## config.mk

```make
export PLATFORM = sky130hd
export DESIGN_NAME = aes_uart_frame_sequencer
export DESIGN_NICKNAME = d
export VERILOG_FILES = /design/src/rtl/aes_uart_frame_sequencer.sv
export SDC_FILE = /design/constraint.sdc
export NUM_CORES = 1
export LEC_CHECK = 0
export ABC_AREA = 1
export BUFFER_PORTS_ARGS = -buffer_cell sky130_fd_sc_hd__clkbuf_2
export CORE_ASPECT_RATIO = 1.5
export CORE_MARGIN = 2
export CORE_UTILIZATION = 61
export CTS_BUF_LIST = sky130_fd_sc_hd__clkbuf_4 sky130_fd_sc_hd__clkbuf_8
export DETAILED_ROUTE_END_ITERATION = 12
export HOLD_SLACK_MARGIN = 0.1
export PLACE_DENSITY = 0.88
export REMOVE_ABC_BUFFERS = 1
export SETUP_SLACK_MARGIN = 0.02
export SYNTH_ARGS = -nofsm -noshare
export SYNTH_HDL_FRONTEND = slang
export SYNTH_SLANG_ARGS = --single-unit
export TNS_END_PERCENT = 10
```

## constraint.sdc

```tcl
create_clock -name i_clk -period 3.55 [get_ports i_clk]
set_input_delay 0.1775 -clock i_clk [delete_from_list [all_inputs] [get_ports i_clk]]
set_output_delay 0.1775 -clock i_clk [all_outputs]
set_load 0.03 [all_outputs]
```

## src/rtl/aes_uart_frame_sequencer.sv

```systemverilog
// Frame sequencer between UART RX/TX and the AES core: collects one 128-bit
// block (optional decrypt marker first), starts AES, then streams the result out.
module aes_uart_frame_sequencer #(
   parameter int          BLOCK_BYTES  = 16,
   parameter logic [7:0]  MODE_MARKER  = 8'hFF,
   parameter int          IDLE_TIMEOUT = 8680
) (
   input  logic         i_clk,
   input  logic         i_rst_n,
   input  logic         i_rx_valid,
   input  logic [7:0]   i_rx_byte,
   output logic         o_aes_start,
   output logic         o_aes_decrypt,
   output logic [127:0] o_aes_in,
   input  logic         i_aes_done,
   input  logic [127:0] i_aes_out,
   output logic         o_tx_start,
   output logic [7:0]   o_tx_byte,
   input  logic         i_tx_busy,
   output logic         o_done,
   output logic         o_frame_err,
   output logic         o_rx_drop
);

   localparam int CW = $clog2(BLOCK_BYTES + 1);
   localparam int SW = $clog2(IDLE_TIMEOUT + 1);

   typedef enum logic [2:0] {
      S_IDLE, S_COLLECT, S_START, S_WAIT_AES, S_TX_SEND, S_TX_GAP, S_FLUSH
   } state_t;

   state_t         r_state, w_next;
   logic [CW-1:0]  r_cnt, r_idx;
   logic [SW-1:0]  r_sil;
   logic [127:0]   r_sreg, r_aes_in;
   logic           r_dec;

   logic w_is_marker, w_last_byte, w_timeout;

   assign w_is_marker = (i_rx_byte == MODE_MARKER);
   assign w_last_byte = (r_cnt == CW'(BLOCK_BYTES - 1));
   // A byte arriving in the timeout cycle takes priority over the abort.
   assign w_timeout   = !i_rx_valid && (r_sil == SW'(IDLE_TIMEOUT - 1));

   always_ff @(posedge i_clk or negedge i_rst_n) begin
      if (!i_rst_n) r_state <= S_IDLE;
      else          r_state <= w_next;
   end

   always_comb begin
      w_next      = r_state;
      o_aes_start = 1'b0;
      o_tx_start  = 1'b0;
      o_done      = 1'b0;
      o_frame_err = 1'b0;
      o_rx_drop   = 1'b0;
      case (r_state)
         S_IDLE:     if (i_rx_valid) w_next = S_COLLECT;
         S_COLLECT: begin
            if (i_rx_valid) begin
               if (w_last_byte) w_next = S_START;
            end else if (w_timeout) begin
               o_frame_err = 1'b1;
               w_next      = S_IDLE;
            end
         end
         S_START: begin
            o_aes_start = 1'b1;
            w_next      = S_WAIT_AES;
         end
         S_WAIT_AES: if (i_aes_done) w_next = S_TX_SEND;
         S_TX_SEND: begin
            if (!i_tx_busy) begin
               o_tx_start = 1'b1;
               w_next     = S_TX_GAP;
            end
         end
         // Gives the transmitter a cycle to raise busy before it is sampled.
         S_TX_GAP:   w_next = (r_idx < CW'(BLOCK_BYTES)) ? S_TX_SEND : S_FLUSH;
         S_FLUSH: begin
            if (!i_tx_busy) begin
               o_done = 1'b1;
               w_next = S_IDLE;
            end
         end
         default:    w_next = S_IDLE;
      endcase
      if (i_rx_valid && (r_state != S_IDLE) && (r_state != S_COLLECT))
         o_rx_drop = 1'b1;
   end

   always_ff @(posedge i_clk or negedge i_rst_n) begin
      if (!i_rst_n) begin
         r_cnt    <= '0;
         r_idx    <= '0;
         r_sil    <= '0;
         r_sreg   <= '0;
         r_aes_in <= '0;
         r_dec    <= 1'b0;
      end else begin
         case (r_state)
            S_IDLE: begin
               if (i_rx_valid) begin
                  r_sil <= '0;
                  r_dec <= w_is_marker;
                  if (w_is_marker) begin
                     r_cnt <= '0;
                  end else begin
                     r_cnt    <= CW'(1);
                     r_aes_in <= {r_aes_in[119:0], i_rx_byte};
                  end
               end
            end
            S_COLLECT: begin
               if (i_rx_valid) begin
                  r_aes_in <= {r_aes_in[119:0], i_rx_byte};
                  r_cnt    <= r_cnt + CW'(1);
                  r_sil    <= '0;
               end else if (w_timeout) begin
                  r_cnt <= '0;
                  r_sil <= '0;
               end else begin
                  r_sil <= r_sil + SW'(1);
               end
            end
            S_WAIT_AES: begin
               if (i_aes_done) begin
                  r_sreg <= i_aes_out;
                  r_idx  <= '0;
               end
            end
            S_TX_SEND: begin
               if (!i_tx_busy) begin
                  r_sreg <= {r_sreg[119:0], 8'h00};
                  r_idx  <= r_idx + CW'(1);
               end
            end
            default: ;
         endcase
      end
   end

   assign o_aes_in      = r_aes_in;
   assign o_aes_decrypt = r_dec;
   assign o_tx_byte     = r_sreg[127:120];

endmodule

```

Yosys cells after proc, flatten, opt, wreduce, memory -nomap -nowiden
Index checks and enable logic that the tools add are counted.

storage, ports and cells
  input bits = 141
  logic and storage cells = 79
  register bits after elaboration = 284
  output and inout port bits = 142

operators by class
  $lt $le $gt $ge = 1
  reductions and logical operators = 14
  equal/unequal tests = 18
  add/sub/neg operators = 3
  muxes and demuxes = 36

operators by type and width
  operator                 count
  $mux W128                5
  $pmux W128 S2            2
  $mux W14                 3
  $pmux W14 S2             1
  $mux W5                  5
  $mux W3                  7
  $pmux W3 S7              1
  $pmux W5 S2              2
  $add A14 B1 Y14 const B  1
  $eq A14 B14 Y1 const B   1
  $ne A2 B2 Y1 const B     6
  $add A5 B1 Y5 const B    2
  $eq A3 B3 Y1 const B     3
  $mux W1                  9
  $eq A8 B8 Y1 const B     1
  $eq A3 B2 Y1 const B     2
  $ne A3 B3 Y1 const B     2
  $reduce_and A3 Y1        2
  $reduce_and A6 Y1        1
  $eq A5 B4 Y1 const B     1
  $lt A5 B5 Y1 const B     1
  $reduce_and A2 Y1        2
  $reduce_and A4 Y1        1
  $reduce_bool A2 Y1       2
  7 further kinds          9

Longest topological paths before layout
Gate-level depths: netlist (run 1).

  word-level depth = 5
  depth in mapped cells = 11
  mapped depth without buffers = 11

Least setup slack after synthesis (run 1)
No wires, ideal clock.

  path type = register -> output
  start point = register r_state[1]
  end point = output port o_frame_err
  required time = 3,372 ps
  arrival time = 1,705 ps
  slack = 1,667 ps
  cell stages (with the launch flop) = 7
  path buffers = 1
  cell sequence = dfrtp_1 -> buf_6 -> inv_1 -> nand2_1 -> nor2_2 -> inv_1 -> nor3_1

between the ends
  longest elaborated chain between the ends = 2

ends and longest elaborated chain
  element                 line  source
  from (decl)             32    state_t r_state, w_next;
  from (signal assigned)  47    else r_state <= w_next;
  $eq A3 B1 Y1            57    case (r_state)
  $mux W1                 57
  to (decl)               21    output logic o_frame_err,

Every way passes these cells.

Worst setup path in the final report (run 1)
  start point = register r_state[0]
  end point = output port o_frame_err

Same word-level chain as after synthesis.

==> impl_metrics.tcl, run 1 <==
set metrics [dict create \
    slowest_delay_ns 0.61 \
    maxSlewViolCount 0 \
    min_period_over_period_pct 71.5 \
    leakagePower_uw 0.00919 \
    nFillCells 1241 \
    yosysUniqueCellTypes 26 \
    fin_cells 2407 \
    pwr-share-comb_pct 40.0 \
    antenna_found_initial 3 \
    finalWirelength_um 39500 \
    arrival_ns 2.36 \
    ys_warn_count 0 \
    post_drt_wl_per_cell_um 16.4 \
    setup_viol 0 \
    grt_pass1_vias 12646 \
    yosysSeqAreaShare_pct 54.8 \
    die_h_um 183 \
    dpl.cell_count 2192 \
    clock_path_buffers 3 \
    p_clk_share_pct 20.5 \
    first_pass_iters 6 \
    min_period_ns 2.54 \
    die_w_um 123 \
    cts_tree "built" \
    clock_latency_ns 0.53 \
    die-area_mm2 0.0225 \
    synth_largest_area_cell "dfrtp_1" \
    cellPowerDensity_mw_per_mm2 834 \
    avgViaCountPerCell 5.36 \
    crit_top_cell "inv_1" \
    synth_flop_cell "dfrtp_1" \
    synth.area.top_cells "dfrtp_1 (55%), nand2_1 (26%), o21ai_0 (6.4%)" \
    gp_congestion 0.943 \
    end_kind "output port" \
    switchingPower_uw 6250 \
    relSlewSlack_pct 26.3 \
    hpwl_um 20400 \
    nNetsFinal 2252 \
    cts_htree_levels 2 \
    overflow 0 \
    vias 12906 \
    yosysMostFrequentCell "nand2_1" \
    synth_top_cell_area_share_pct 54.8 \
    start_util_pct 61.9 \
    port_buffers 282 \
    worst_pin_slew_ns 1.10 \
    rsz0062_at_grt "no" \
    ant_nets 0 \
    root_buffer "clkbuf_8" \
    cts_buffers 42 \
    grt_pass1_wl_um 62900 \
    ys_async_sr_fraction_pct 100 \
    status "finished, final reports clean" \
    vdd_drop_max_mv 0.675 \
    post_cts_resized 0 \
    min-delay-path-class "in -> async" \
    path_clk_slew_ns 0.08 \
    synth_area_per_cell_um2 7.52 \
    row_count 65 \
    coreArea_mm2 0.0210 \
    utilization_pct 80.1 \
    postLayoutCellArea_mm2 0.0168 \
    max_cap_viol_count 0 \
    whs_ns 0.288 \
    netlist_area_mm2 0.0130 \
    cp.required_ns 3.37 \
    grt_usage_pct 36.0 \
    ys_ff_latch 284 \
    slowest_stage "dfrtp_1" \
    path_cells "inv_1 > nor2_2 > inv_1 > nor3_1 > clkbuf_2" \
    dpl_cell_area_mm2 0.0145 \
    drc 0 \
    area_growth_pct 29.5 \
    fmax_mhz 394 \
    drive_gt1_share_pct 17.7 \
    crit_fanout 10 \
    dpl_worst_slack_ns 1.18 \
    worst_slack_ns 1.01 \
    dr.first_iter.drc_count 1423 \
    fin_skew_ns 0.0197 \
    ios 283 \
    cts.sinks 284 \
    grt_max_degree 168 \
    criticalPathCategory "reg -> out" \
    synth_edf_count 0 \
    p_sw_share_pct 44.6 \
    p_seq_share_pct 39.6 \
    start_kind "flip-flop" \
    hold_viol_final 0 \
    internal_power_uw 7760 \
    synth_common_cells "nand2_1 (887), dfrtp_1 (284), inv_1 (172)" \
    synth_cells 1725 \
    post_cts_buffers 0 \
]
[cells in the final DEF (no fill, tap or decap), types with 2 or more instances in the layout]
master,n
a21oi_1,2
buf_12,5
nor3_1,4
ha_1,4
o21ai_0,167
nor2_1,49
clkbuf_4,16
diode_2,4
clkbuf_8,55
nand2_1,887
nand4_1,21
dlygate4sd3_1,139
clkbuf_2,281
xor2_1,3
mux2i_1,2
dfrtp_1,284
buf_4,8
or2_2,2
inv_1,171
nand3_1,23
[worst paths after layout]
kind | slack [ns] | start | cells past startpoint | endpoint
setup / recovery | 1.01 | r_state[0] | 5 | o_frame_err
hold / removal | 0.29 | i_rst_n | 2 | r_sreg[76]
setup reg to reg | 1.02 | r_state[0] | 6 | r_sreg[82]
hold reg to reg | 0.47 | r_sreg[95] | 2 | r_sreg[95]
max in group asynchronous | 2.23 | i_rst_n | 3 | o_aes_in[1]
min in group i_clk | 0.39 | i_aes_done | 5 | r_sreg[7]
[through the flow]
| step | power (uW) | setup TNS (ns) |
|---|---|---|
| floorplan | 9110 | -1103.53 |
| global placement | 10400 | 0 |
| detailed placement | 10700 | 0 |
| CTS | 13700 | 0 |
| global route | 14900 | 0 |
| finish | 14000 | 0 |
[critical path: cells and delay by family (launching register included)]
| family | cells | cell delay (ns) |
|---|---|---|
| and+or+nand+nor | 2 | 0.62 |
| buffers and inverters | 3 | 0.60 |
| DFF | 1 | 0.61 |
[power groups by stage]
stage                     registers, uW  clock network, uW  logic [uW]
after floorplan                    6540                  0        2570
after global placement             5410                  0        5030
after detailed placement           5490                  0        5230
after CTS                          5450               2870        5390
after global routing               5680               3040        6150
final                              5540               2870        5600
[area by class of cell]
cell class	count	area, um^2	area share (%)
Sequential cell	284	7110	42.3
Multi-Input combinational cell	1171	4810	28.6
Timing Repair Buffer	434	2970	17.7
Clock buffer	71	877	5.22
Inverter	174	657	3.91
Tap cell	268	335	2.00
Clock inverter	1	30.0	0.179
Antenna cell	4	10.0	0.0596
[state kept, by name, indices dropped and copies added (netlist names)]
name,count
o_aes_decrypt,1
r_state,3
r_sil,14
r_idx,5
o_aes_in,128
r_sreg,128
r_cnt,5
[routing by layer]
metal | wire [um] | GRT usage (%)
met3 | 3000 | 8.44
met2 | 20100 | 59.4
met1 | 13400 | 41.3
met5 | 13 | 0
met4 | 2900 | 23.5
[kinds of logic after synthesis]
logic type               Yosys count  synth area share (%)
buffers and inverters            270                  8.31
AO/OA/AOI/OAI                    172                  6.70
AND/OR/NAND/NOR                  990                  29.5
flip-flops                       284                  54.8
XOR/XNOR                           3                 0.202
multiplexers                       2                 0.154
adder cells (fa/ha/maj)            4                 0.386
[what timing repair did]
| action | in CTS | in global routing |
|---|---|---|
| hold endpoints to repair | 248 | 0 |
| setup endpoints to repair | 0 | 0 |
| hold buffers | 139 | 0 |
(Power assumes the default switching activity.)
==> run 2, diff against run 1 <==
- CORE_UTILIZATION: 61 -> 57
- PLACE_DENSITY: 0.88 -> 0.83
- clock period: 3.55 -> 2.4 ns (I/O delays scaled with it)
==> run 2 against run 1 <==
  * Hold slack worse by 0.19 ns
  * Sequential power increased by 47%
  * Critical path type is now reg -> reg
  * Clock skew grew 0.0056 ns
  * Combinational power up 47%
  * Largest cell class unchanged
==> impl_metrics.tcl, run 2 (same netlist as run 1, synthesis figures left out) <==
set metrics [dict create \
    status "finished, final reports clean" \
    criticalPathCategory "reg -> reg" \
    cts_htree_levels 2 \
    rsz0062_at_grt "no" \
    leakagePower_uw 0.00921 \
    nNetsFinal 2261 \
    first_pass_iters 6 \
    die_w_um 127 \
    avgViaCountPerCell 5.16 \
    slowest_delay_ns 0.53 \
    die-area_mm2 0.0240 \
    row_count 67 \
    fin_skew_ns 0.0254 \
    multiInputGateArea_mm2 0.00481 \
    fmax_mhz 468 \
    use_met3_pct 6.02 \
    path_clk_slew_ns 0.07 \
    hold_viol_final 0 \
    arrival_ns 2.53 \
    dpl_worst_slack_ns 0.416 \
    utilization_pct 75.3 \
    min_period_ns 2.14 \
    slowest_stage "dfrtp_1" \
    cts.sinks 284 \
    overflow 0 \
    gr-usage-met1_pct 34.3 \
    antenna_found_initial 1 \
    grt_usage_pct 30.2 \
    hpwl_um 19900 \
    area_growth_pct 29.8 \
    cellPowerDensity_mw_per_mm2 1210 \
    end_kind "flip-flop" \
    drive_gt1_share_pct 17.7 \
    path_cells "nor3_4 > buf_12 > inv_4 > buf_12 > nand2_1 > o21ai_0 > nand2_1 > nand2_1" \
    p_clk_share_pct 19.6 \
    grt_max_degree 116 \
    clock_path_buffers 3 \
    nFillCells 1522 \
    switchingPower_uw 9040 \
    start_kind "flip-flop" \
    cts_buffers 44 \
    die_h_um 189 \
    crit_top_cell "nand2_1" \
    root_buffer "clkbuf_8" \
    post_cts_resized 0 \
    start_util_pct 58.0 \
    drc 0 \
    post_drt_wl_per_cell_um 15.1 \
    worst_slack_ns 0.261 \
    gp_congestion 0.836 \
    grt_busiest_layer "met2" \
    global_route.usage.met2_pct 51.9 \
    max_cap_viol_count 0 \
    crit_fanout 105 \
    min_period_over_period_pct 89.1 \
    pwr-share-comb_pct 40.5 \
    ios 283 \
    path_buf_inv 3 \
    ant_nets 0 \
    maxSlewViolCount 0 \
    final_common_cell "nand2_1" \
    worst_pin_slew_ns 0.723 \
    cp.required_ns 2.79 \
    coreArea_mm2 0.0224 \
    p_sw_share_pct 44.3 \
    post_cts_buffers 0 \
    min-delay-path-class "in -> async" \
    dr.first_iter.drc_count 913 \
    cp_top_family "buffers and inverters" \
    seqCellArea_mm2 0.00711 \
    grt_pass1_wl_um 58200 \
    cts_tree "built" \
    vdd_drop_max_mv 0.811 \
    p_seq_share_pct 39.9 \
    clock_latency_ns 0.55 \
    internal_power_uw 11400 \
    finalWirelength_um 36400 \
    grt_pass1_vias 11955 \
    setup_viol 0 \
    port_buffers 282 \
    vias 12459 \
    relSlewSlack_pct 51.6 \
    final_cell_mix "nand2_1 (887), dfrtp_1 (284), clkbuf_2 (281), inv_1 (171), o21ai_0 (167)" \
]
-- run 2: cell types whose count changed in the layout (fill, tap and decap cells not counted) --
cell       before  now
clkinv_2        1    4
clkbuf_4       16    9
buf_4           8   10
diode_2         4    1
bufinv_16       1    0
buf_12          5   10
-- run 2: timing repair --
| item | 4_1_cts | 5_1_grt |
|---|---|---|
| setup endpoints to repair | 0 | 0 |
| hold endpoints to repair | 432 | 0 |
| hold buffers | 139 | 0 |
-- run 2: power by group through the flow --
stage | Combinational [uW] | Clock (uW) | Sequential, uW
6_report | 8250 | 4000 | 8150
5_1_grt | 9140 | 4250 | 8380
4_1_cts | 8050 | 4020 | 8040
3_5_place_dp | 7820 | 0 | 8100
3_3_place_gp | 7580 | 0 | 7990
2_1_floorplan | 3710 | 0 | 10000
-- run 2: metrics by stage --
step                      setup TNS, ns  instance area (um^2)  instances  hold WS, ns  power (uW)
after floorplan                -1404.39                 12600       1629       -0.176       13700
after global placement                0                 14600       2207       0.0924       15600
after detailed placement              0                 14600       2207       0.0955       15900
after CTS                             0                 16800       2413        0.117       20100
after global routing                  0                 16900       2414        0.144       21800
final                                 0                 16900       2414       0.0984       20400
-- run 2: layout make-up --
class | instances | area share, %
well taps | 276 | 2.05
inverters | 174 | 3.90
diodes | 1 | 0.0148
repair buffers | 441 | 18.3
clock inverters | 3 | 0.0891
flip-flops and latches | 284 | 42.2
multi-input cells | 1171 | 28.6
clock buffers | 64 | 4.89
-- run 2: metal layers --
layer	vias up	wire length (um)
met3	199	2210
li1	5993	-
met5	-	0
met4	0	2540
met1	5699	13300
met2	568	18400
-- run 2: final timing paths --
path                              from           end  slack, ns  cells past startpoint
setup / recovery            r_state[0]    r_sreg[67]       0.26                      8
min in group i_clk          i_aes_done     r_sreg[7]       0.22                      6
max in group asynchronous      i_rst_n  o_aes_in[15]       1.47                      3
hold / removal                 i_rst_n     r_sreg[8]        0.1                      2
hold reg to reg            r_sreg[104]   r_sreg[104]       0.47                      2
setup reg to reg            r_state[0]    r_sreg[67]       0.26                      8
==> run 3, diff against run 2 <==
- CELL_PAD_IN_SITES_DETAIL_PLACEMENT: default -> 2
- CELL_PAD_IN_SITES_GLOBAL_PLACEMENT: default -> 2
- CORE_UTILIZATION: 57 -> 32
- PLACE_DENSITY: 0.83 -> default
- PLACE_DENSITY_LB_ADDON: default -> 0.1
==> run 3 against run 2 <==
  * Clock power grew 13%
  * Utilization shrank 32 points
  * Wire length grew 29%
  * Sequential share of layout area shrank 1.4 points
  * Total power grew 5.0%
  * Global-route usage shrank 7.5 points
  * Clock skew shrank 0.0053 ns
  * Largest power group unchanged
==> impl_metrics.tcl, run 3 (same netlist as run 1, synthesis figures left out) <==
set metrics [dict create \
    post_drt_wl_per_cell_um 17.6 \
    path_clk_slew_ns 0.06 \
    die_w_um 168 \
    dpl_worst_slack_ns 0.337 \
    ant_nets 0 \
    arrival_ns 2.08 \
    worst_pin_slew_ns 0.698 \
    cp_top_family "flip-flops" \
    path_buf_inv 3 \
    nNetsFinal 2273 \
    use_met3_pct 3.18 \
    dr.first_iter.drc_count 490 \
    whs_ns 0.159 \
    seqCellArea_mm2 0.00711 \
    multiInputGateArea_mm2 0.00481 \
    vdd_drop_max_mv 0.657 \
    antenna_found_initial 7 \
    grt_busiest_layer "met2" \
    final_common_cell "nand2_1" \
    cp.required_ns 2.28 \
    hpwl_um 27700 \
    cts_tree "built" \
    grt_usage_pct 22.7 \
    avgViaCountPerCell 4.72 \
    min_period_ns 2.20 \
    first_pass_iters 6 \
    finalSetupTns_ns 0 \
    min_period_over_period_pct 91.7 \
    drc 0 \
    slowest_delay_ns 0.59 \
    rsz0062_at_grt "no" \
    leakagePower_uw 0.00936 \
    row_count 90 \
    maxSlewViolCount 0 \
    clock_latency_ns 0.60 \
    overflow 0 \
    hold_viol_final 0 \
    ios 283 \
    final_cell_mix "nand2_1 (887), dfrtp_1 (284), clkbuf_2 (281), inv_1 (171), o21ai_0 (167)" \
    grt_max_degree 105 \
    cts.sinks 284 \
    gp_congestion 0.733 \
    finalWirelength_um 47200 \
    crit_top_cell "inv_1" \
    path_cells "inv_1 > nor2_2 > inv_1 > nor3_1 > clkbuf_2" \
    slowest_stage "dfrtp_1" \
    fin_skew_ns 0.0201 \
    crit_fanout 10 \
    relSlewSlack_pct 53.3 \
    start_util_pct 32.4 \
    criticalPathCategory "reg -> out" \
    cts_htree_levels 2 \
    dpl.cell_count 2444 \
    drive_gt1_share_pct 18.8 \
    start_kind "flip-flop" \
    cts_buffers 47 \
    end_kind "output port" \
    port_buffers 282 \
    fin_cells 2677 \
    die-area_mm2 0.0422 \
    global_route.usage.met2_pct 42.4 \
    vias 12625 \
    die_h_um 251 \
    gr-usage-met1_pct 25.8 \
    worst_slack_ns 0.200 \
    post_cts_buffers 0 \
    cellPowerDensity_mw_per_mm2 1230 \
    status "finished, final reports clean" \
    nFillCells 4606 \
    clock_path_buffers 3 \
    coreArea_mm2 0.0401 \
    area_growth_pct 34.4 \
    min-delay-path-class "in -> reg" \
    grt_pass1_vias 14472 \
    max_cap_viol_count 0 \
    fmax_mhz 455 \
    root_buffer "clkbuf_8" \
    grt_pass1_wl_um 76300 \
    setup_viol 0 \
]
[run 3: timing repair]
item	4_1_cts	5_1_grt
hold endpoints to repair	438	0
endpoints found under the setup margin	0	1
resized for setup	0	1
hold buffers	141	0
[run 3: final cells by class]
| class | count | share of cell area [%] |
|---|---|---|
| well taps | 506 | 3.63 |
| multi-input cells | 1171 | 27.6 |
| repair buffers | 450 | 18.5 |
| clock inverters | 3 | 0.129 |
| inverters | 174 | 3.77 |
| flip-flops and latches | 284 | 40.8 |
| clock buffers | 82 | 5.47 |
| diodes | 7 | 0.100 |
[run 3: final timing paths]
| path | from | endpoint | slack (ns) | cells after the start |
|---|---|---|---|---|
| max in group asynchronous | i_rst_n | o_aes_in[76] | 1.18 | 4 |
| worst min-delay path | i_aes_done | r_sreg[3] | 0.16 | 6 |
| worst max register to register | r_state[0] | r_sreg[0] | 0.26 | 5 |
| worst min register to register | r_sreg[36] | r_sreg[36] | 0.47 | 2 |
| worst max-delay path | r_state[0] | o_frame_err | 0.20 | 5 |
| min in group asynchronous | i_rst_n | r_sreg[109] | 0.56 | 3 |
[run 3: report_power, final]
| group | internal [uW] | switching (uW) | total [uW] | leakage (uW) |
|---|---|---|---|---|
| logic | 2540 | 6180 | 8720 | 0.00517 |
| clock network | 2480 | 2050 | 4530 | 0.000518 |
| registers | 6780 | 1380 | 8160 | 0.00367 |
| total | 11800 | 9620 | 21400 | 0.00936 |
[run 3: worst reg2reg max path: stages (launching register included)]
cell      delay [ns]
dfrtp_1         0.52
nor3_4          0.34
nand2_1         0.21
a21boi_4        0.29
buf_4           0.40
o21ai_0         0.22
[run 3: per-stage QoR]
step | utilization [%] | total power, uW | area [um^2]
after floorplan | - | 13700 | 12600
after global placement | 37.5 | 16100 | 15000
after detailed placement | 37.5 | 16700 | 15000
after CTS | 43.5 | 21500 | 17400
after global routing | 43.5 | 23100 | 17400
final | 43.5 | 21400 | 17400
[run 3: layer usage]
| metal | share of wire [%] | up-vias | wire (um) |
|---|---|---|---|
| met5 | 0 | - | 0 |
| met4 | 3.7 | 0 | 1760 |
| met3 | 3.3 | 102 | 1540 |
| met2 | 53 | 271 | 25200 |
| met1 | 40 | 6226 | 18700 |
| li1 | - | 6026 | - |
